==> src/rtl/frog_scene_gen_if.sv <==
// Pixel request/response bus between vga_driver (master) and a scene generator (slave).
// The driver presents the coordinates of the next pixel; the scene returns its color one cycle later.
interface frog_scene_gen_if;
    logic [9:0] next_x;
    logic [9:0] next_y;
    logic [7:0] color_in;

    modport master (output next_x, output next_y, input color_in);
    modport slave  (input next_x, input next_y, output color_in);
endinterface

==> src/rtl/frog_scene_gen.sv <==
// Frogger-style scene source: lane background, a frog tile moved one hop per button press at
// vblank, and a win counter.
module frog_scene_gen #(
    parameter int         TILE_SHIFT = 5,
    parameter int         COLS       = 20,
    parameter int         ROWS       = 15,
    parameter int         START_COL  = 9,
    parameter int         START_ROW  = 14,
    parameter int         INSET      = 4,
    parameter logic [7:0] FROG_COLOR = 8'b11111100
) (
    input  logic             clk_25M,
    input  logic             reset,
    frog_scene_gen_if.slave  pix,
    input  logic             btn_up,
    input  logic             btn_down,
    input  logic             btn_left,
    input  logic             btn_right,
    output logic [4:0]       frog_col,
    output logic [3:0]       frog_row,
    output logic             win,
    output logic [3:0]       score
);
    localparam int TILE     = 1 << TILE_SHIFT;
    localparam int H_ACTIVE = COLS << TILE_SHIFT;
    localparam int V_ACTIVE = ROWS << TILE_SHIFT;

    localparam logic [7:0] GOAL_COLOR   = 8'b00011100;
    localparam logic [7:0] WATER_COLOR  = 8'b00000011;
    localparam logic [7:0] MEDIAN_COLOR = 8'b00010100;
    localparam logic [7:0] ROAD_COLOR   = 8'b01001001;
    localparam logic [7:0] START_COLOR  = 8'b00010100;

    typedef enum logic {IDLE, WAIT_REL} state_t;

    state_t     state;
    logic       win_pending;
    logic       frame_tick;
    logic [3:0] btn_meta;   // {up, down, left, right}
    logic [3:0] btn_sync;
    logic       any_btn;
    logic [4:0] hop_col;
    logic [3:0] hop_row;
    logic [7:0] color_next;

    logic [9:0] tile_x, tile_y, off_x, off_y;
    logic       frog_hit;

    assign any_btn = |btn_sync;

    // Clamped single-axis hop; priority up > down > left > right.
    always_comb begin
        // NOTE: every always_comb output gets a default first so no path can infer a latch.
        hop_col = frog_col;
        hop_row = frog_row;
        if (btn_sync[3]) begin
            if (frog_row != 4'd0) hop_row = frog_row - 4'd1;
        end else if (btn_sync[2]) begin
            if (frog_row != 4'(ROWS - 1)) hop_row = frog_row + 4'd1;
        end else if (btn_sync[1]) begin
            if (frog_col != 5'd0) hop_col = frog_col - 5'd1;
        end else if (btn_sync[0]) begin
            if (frog_col != 5'(COLS - 1)) hop_col = frog_col + 5'd1;
        end
    end

    always_comb begin
        tile_x   = pix.next_x >> TILE_SHIFT;
        tile_y   = pix.next_y >> TILE_SHIFT;
        off_x    = pix.next_x & 10'(TILE - 1);
        off_y    = pix.next_y & 10'(TILE - 1);
        frog_hit = (tile_x == 10'(frog_col)) && (tile_y == 10'(frog_row)) &&
                   (off_x >= 10'(INSET)) && (off_x < 10'(TILE - INSET)) &&
                   (off_y >= 10'(INSET)) && (off_y < 10'(TILE - INSET));

        if (pix.next_x >= 10'(H_ACTIVE) || pix.next_y >= 10'(V_ACTIVE)) color_next = 8'h00;
        else if (frog_hit)              color_next = FROG_COLOR;
        else if (tile_y == 10'd0)       color_next = GOAL_COLOR;
        else if (tile_y <= 10'd6)       color_next = WATER_COLOR;
        else if (tile_y == 10'd7)       color_next = MEDIAN_COLOR;
        else if (tile_y <= 10'd13)      color_next = ROAD_COLOR;
        else                            color_next = START_COLOR;
    end

    always_ff @(posedge clk_25M) begin
        // NOTE: sequential state uses non-blocking assignments so every flop samples pre-edge values.
        if (!reset) begin
            state        <= IDLE;
            win_pending  <= 1'b0;
            frame_tick   <= 1'b0;
            btn_meta     <= 4'd0;
            btn_sync     <= 4'd0;
            frog_col     <= 5'(START_COL);
            frog_row     <= 4'(START_ROW);
            win          <= 1'b0;
            score        <= 4'd0;
            pix.color_in <= 8'h00;
        end else begin
            btn_meta     <= {btn_up, btn_down, btn_left, btn_right};
            btn_sync     <= btn_meta;
            frame_tick   <= (pix.next_x == 10'd0) && (pix.next_y == 10'(V_ACTIVE));
            win          <= 1'b0;
            pix.color_in <= color_next;

            // Position only moves in vblank, so a rendered frame never shows a torn frog.
            if (frame_tick) begin
                if (win_pending) begin
                    frog_col    <= 5'(START_COL);
                    frog_row    <= 4'(START_ROW);
                    win_pending <= 1'b0;
                    state       <= any_btn ? WAIT_REL : IDLE;
                end else begin
                    case (state)
                        IDLE: begin
                            if (any_btn) begin
                                frog_col <= hop_col;
                                frog_row <= hop_row;
                                state    <= WAIT_REL;
                                if (hop_row == 4'd0) begin
                                    win         <= 1'b1;
                                    score       <= score + 4'd1;
                                    win_pending <= 1'b1;
                                end
                            end
                        end
                        WAIT_REL: begin
                            if (!any_btn) state <= IDLE;
                        end
                        default: state <= IDLE;
                    endcase
                end
            end
        end
    end
endmodule

==> src/flat_wrapper.sv <==
// flat-port wrapper written by rule: the top's interface ports become plain ports
module frog_scene_gen_flat 
#(
    parameter int         TILE_SHIFT = 5,
    parameter int         COLS       = 20,
    parameter int         ROWS       = 15,
    parameter int         START_COL  = 9,
    parameter int         START_ROW  = 14,
    parameter int         INSET      = 4,
    parameter logic [7:0] FROG_COLOR = 8'b11111100
)
  (clk_25M, reset, btn_up, btn_down, btn_left, btn_right, frog_col, frog_row, win, score, pix_next_x, pix_next_y, pix_color_in);
  frog_scene_gen_if pix_i ();
  input  logic clk_25M;
  input  logic reset;
  input  logic btn_up;
  input  logic btn_down;
  input  logic btn_left;
  input  logic btn_right;
  output logic [4:0] frog_col;
  output logic [3:0] frog_row;
  output logic win;
  output logic [3:0] score;
  input wire logic [$bits(pix_i.next_x)-1:0] pix_next_x;
  input wire logic [$bits(pix_i.next_y)-1:0] pix_next_y;
  output wire logic [$bits(pix_i.color_in)-1:0] pix_color_in;
  assign pix_i.next_x = pix_next_x;
  assign pix_i.next_y = pix_next_y;
  assign pix_color_in = pix_i.color_in;
  frog_scene_gen #(.TILE_SHIFT(TILE_SHIFT), .COLS(COLS), .ROWS(ROWS), .START_COL(START_COL), .START_ROW(START_ROW), .INSET(INSET), .FROG_COLOR(FROG_COLOR)) u_core (.clk_25M(clk_25M), .reset(reset), .pix(pix_i), .btn_up(btn_up), .btn_down(btn_down), .btn_left(btn_left), .btn_right(btn_right), .frog_col(frog_col), .frog_row(frog_row), .win(win), .score(score));
endmodule
==> config.mk <==
export PLATFORM = sky130hd
export DESIGN_NAME = frog_scene_gen_flat
export DESIGN_NICKNAME = d
export VERILOG_FILES = /design/src/rtl/frog_scene_gen_if.sv /design/src/rtl/frog_scene_gen.sv /design/src/flat_wrapper.sv
export SDC_FILE = /design/constraint.sdc
export NUM_CORES = 1
export LEC_CHECK = 0
export CAP_MARGIN = 20
export CORE_MARGIN = 2
export CORE_UTILIZATION = 48
export CTS_BUF_LIST = sky130_fd_sc_hd__clkbuf_16
export DETAILED_ROUTE_END_ITERATION = 8
export GPL_ROUTABILITY_DRIVEN = 0
export PLACE_DENSITY = 0.91
export SETUP_SLACK_MARGIN = 0.1
export SYNTH_ARGS = -nofsm -noshare
export SYNTH_HDL_FRONTEND = slang
export SYNTH_SLANG_ARGS = --single-unit
==> constraint.sdc <==
create_clock -name clk_25M -period 2.6 [get_ports clk_25M]
set_input_delay 0.39 -clock clk_25M [delete_from_list [all_inputs] [get_ports clk_25M]]
set_output_delay 0.39 -clock clk_25M [all_outputs]
set_load 0.05 [all_outputs]
==> flow_summary.toml <==
[run_status]
status = "complete, no violations"

[finish]
nets = 290
fin_util_pct = 67.4
antenna_cells = 0
area_growth_pct = 36.0
drive_gt1_share_pct = 7.42

[yosys]
ys_types = 51
synth_edf_count = 0
ys_seq_elements = 31
synth_fp_nets = 244
avgSynthCellArea_sq_um = 8.57
synth.most_common_cell = "dfxtp_1"
synth-seq-area-share_pct = 34.5
synthTopCellsByArea = "dfxtp_1, ha_1, xor2_1, nand2_1, a21oi_1"
synth_area_sq_mm = 0.00180
synth_top_area_cell = "dfxtp_1"
yosysWarningCount = 0
yosys_most_used_dff = "dfxtp_1"
synth_top_area_share_pct = 34.5
synthArstFlopShare_pct = 0
syn_inst = 210
synth_common_cells = "dfxtp_1, nand2_1, a21oi_1"

[global_route]
antenna_found_initial = 0
grt_pass1_vias = 1555
grt.total_usage_pct = 20.9
overflow = 0
grt_pass1_wl_um = 6770
grt_max_degree = 22

[clock_network]
postCtsSetupRepairBufs = 0
cts_sinks = 31
clock_path_buffers = 2
clk_pin_slew_ns = 0.05
cts_buffers = 5
root_buffer = "clkbuf_16"
tritoncts = "yes"
clock_latency_ns = 0.28
cts_htree_levels = 2

[sta]
worst_pin_slew_ns = 0.681
skew_ns = 0.00598
min_period_over_period_pct = 91.1
fmax_ghz = 0.422
finalSetupTns_ns = 0
relSlewSlack_pct = 54.6
period_minus_slack_ns = 2.37
rsz0062_at_grt = "no"
hold_violations = 0
setup_viol = 0
finalMaxSlewViolations = 0

[power_and_ir_drop]
p_comb_share_pct = 10.3
sequentialPowerShare_pct = 43.0
p_clk_share_pct = 46.6
p_int_mw = 0.888
ir_drop_uv = 453
p_leak_nw = 0.948
swShare_pct = 21.8
switchingPower_mw = 0.248
p_per_area_mw_per_mm2 = 464

[floorplan]
die_h_um = 65.2
start_util_pct = 49.6
pin_count = 48
core_area_sq_mm = 0.00363
dieWidth_um = 65.2
fp.dieArea_sq_mm = 0.00426
num_rows = 22

[critical_path]
worstRegToRegCells = 7
startpoint_type = "flip-flop"
required_ns = 2.80
r2r_slack_ns = 0.23
timing.rr.start = "u_core.frog_row[0]"
path_cells = "inv_1 -> ha_1 -> or3b_4 -> nand3_1 -> or4b_4 -> nor4b_2 -> mux2i_1"
max_stage_delay_ns = 0.51
cp_data_arrival_time_ns = 2.57
r2r_end = "u_core.score[2]"
crit_type = "flip-flop to flip-flop"
end_kind = "flip-flop"
slowest_stage = "or4b_4"
cp_max_fo = 11

[detailed_routing]
viasPerCell = 5.63
remaining_drc_errors = 0
post_drt_wl_per_cell_um = 13.4
firstDrtPassIters = 4
drtIter0Drc = 96
vias = 1711
wl_um = 4070
postRouteAntennaNets = 0

[min_path]
min_path_cells = 1
worstHoldStart = "u_core.btn_meta[1]"
min_path_type = "flip-flop to flip-flop"
min_to = "u_core.btn_sync[1]"

[placed_design]
dp_hpwl_um = 3010
port_buffers = 47

[flow_run]
maxCapViolCount = 0
==> timing repair <==
action	CTS	global route
gates resized for setup	0	2
endpoints found under the setup margin	0	4
hold buffers	0	0
==> power groups by stage <==
stage / Clock (mW) / Combinational (mW) / Sequential [mW]
5_1_grt: 0.578 / 0.127 / 0.489
3_3_place_gp: 0 / 0.113 / 0.498
4_1_cts: 0.541 / 0.117 / 0.489
2_1_floorplan: 0 / 0.0462 / 0.505
3_5_place_dp: 0 / 0.116 / 0.498
6_report: 0.530 / 0.117 / 0.489
==> stage by stage <==
step / total power, mW / instances / hold slack, ns / area [sq um] / worst slack [ns]
4_1_cts: 1.15 / 304 / 0.431 / 2440 / 0.206
3_5_place_dp: 0.614 / 297 / 0.419 / 2310 / 0.234
2_1_floorplan: 0.552 / 210 / 0.412 / 1800 / 0.120
5_1_grt: 1.19 / 304 / 0.448 / 2450 / 0.112
6_report: 1.14 / 304 / 0.429 / 2450 / 0.232
3_3_place_gp: 0.611 / 297 / 0.414 / 2310 / 0.306
==> sequential cells by signal, summed over array words and instances, names as in the netlist <==
register	cells
u_core.frog_row	4
u_core.win_pending	1
u_core.pix.color_in	6
u_core.btn_sync	4
u_core.btn_meta	4
u_core.frog_col	5
u_core.win	1
u_core.state	1
u_core.frame_tick	1
u_core.score	4
==> layout by cell type, fill, tap and decap left out, types with 3 or more instances in the layout <==
cell / n
buf_4: 3
xor2_1: 10
clkdlybuf4s50_1: 47
and3_1: 5
nor4_1: 7
dfxtp_1: 29
nor2b_1: 7
nand3_1: 7
a21oi_1: 12
nand2_1: 17
nor3_1: 7
ha_1: 7
a22oi_1: 3
inv_1: 7
nand2b_1: 4
mux2i_1: 5
o21ai_0: 9
and2_1: 8
nor2_1: 11
clkbuf_16: 5
nor4b_1: 3
==> metal layers <==
metal	part of all wire [%]	GRT usage (%)	vias up
met5	0	0	-
met4	1.8	7.81	0
met3	8.9	7.88	8
met2	48	36.2	81
met1	42	23.3	773
li1	-	-	849
==> layout make-up <==
class / count / area [sq um]
tap: 48 / 60.1
clock buffer: 5 / 125
timing repair buffer: 50 / 493
clock inverter: 2 / 8.76
sequential: 31 / 623
fill: 294 / 1180
inverter: 7 / 26.3
multi-input combinational: 161 / 1110
==> worst max path at each step <==
stage                            start         endpoint  slack [ns]  depth (start not counted)
detailed placement  u_core.frog_row[0]  u_core.score[1]        0.23                          7
finish              u_core.frog_row[0]  u_core.score[2]        0.23                          7
global placement    u_core.frog_row[0]  u_core.score[1]        0.31                          7
floorplan           u_core.frog_row[0]  u_core.score[2]        0.12                          9
CTS                 u_core.frog_row[0]  u_core.score[2]        0.21                          7
global route        u_core.frog_row[0]  u_core.score[2]        0.11                          7
==> critical path: cells and delay by family (launching register included) <==
| kind | cells | cell delay [ns] |
|---|---|---|
| muxes | 1 | 0.21 |
| adders and majority gates | 1 | 0.23 |
| and+or+nand+nor | 4 | 1.35 |
| DFF | 1 | 0.37 |
| buffers and inverters | 1 | 0.14 |
==> cells by family (layout without fill, tap and decap cells) <==
family | after synthesis | in the layout | synth area share, %
AOI/OAI and AO/OA | 37 | 37 | 12.8
DFF | 31 | 31 | 34.5
xor gates and xnor gates | 11 | 11 | 5.35
buffers and inverters | 18 | 64 | 4.24
muxes | 5 | 5 | 2.78
adders and majority gates | 8 | 8 | 5.98
and+or+nand+nor | 100 | 100 | 34.4
No activity file was read; power rests on OpenSTA's default activity.
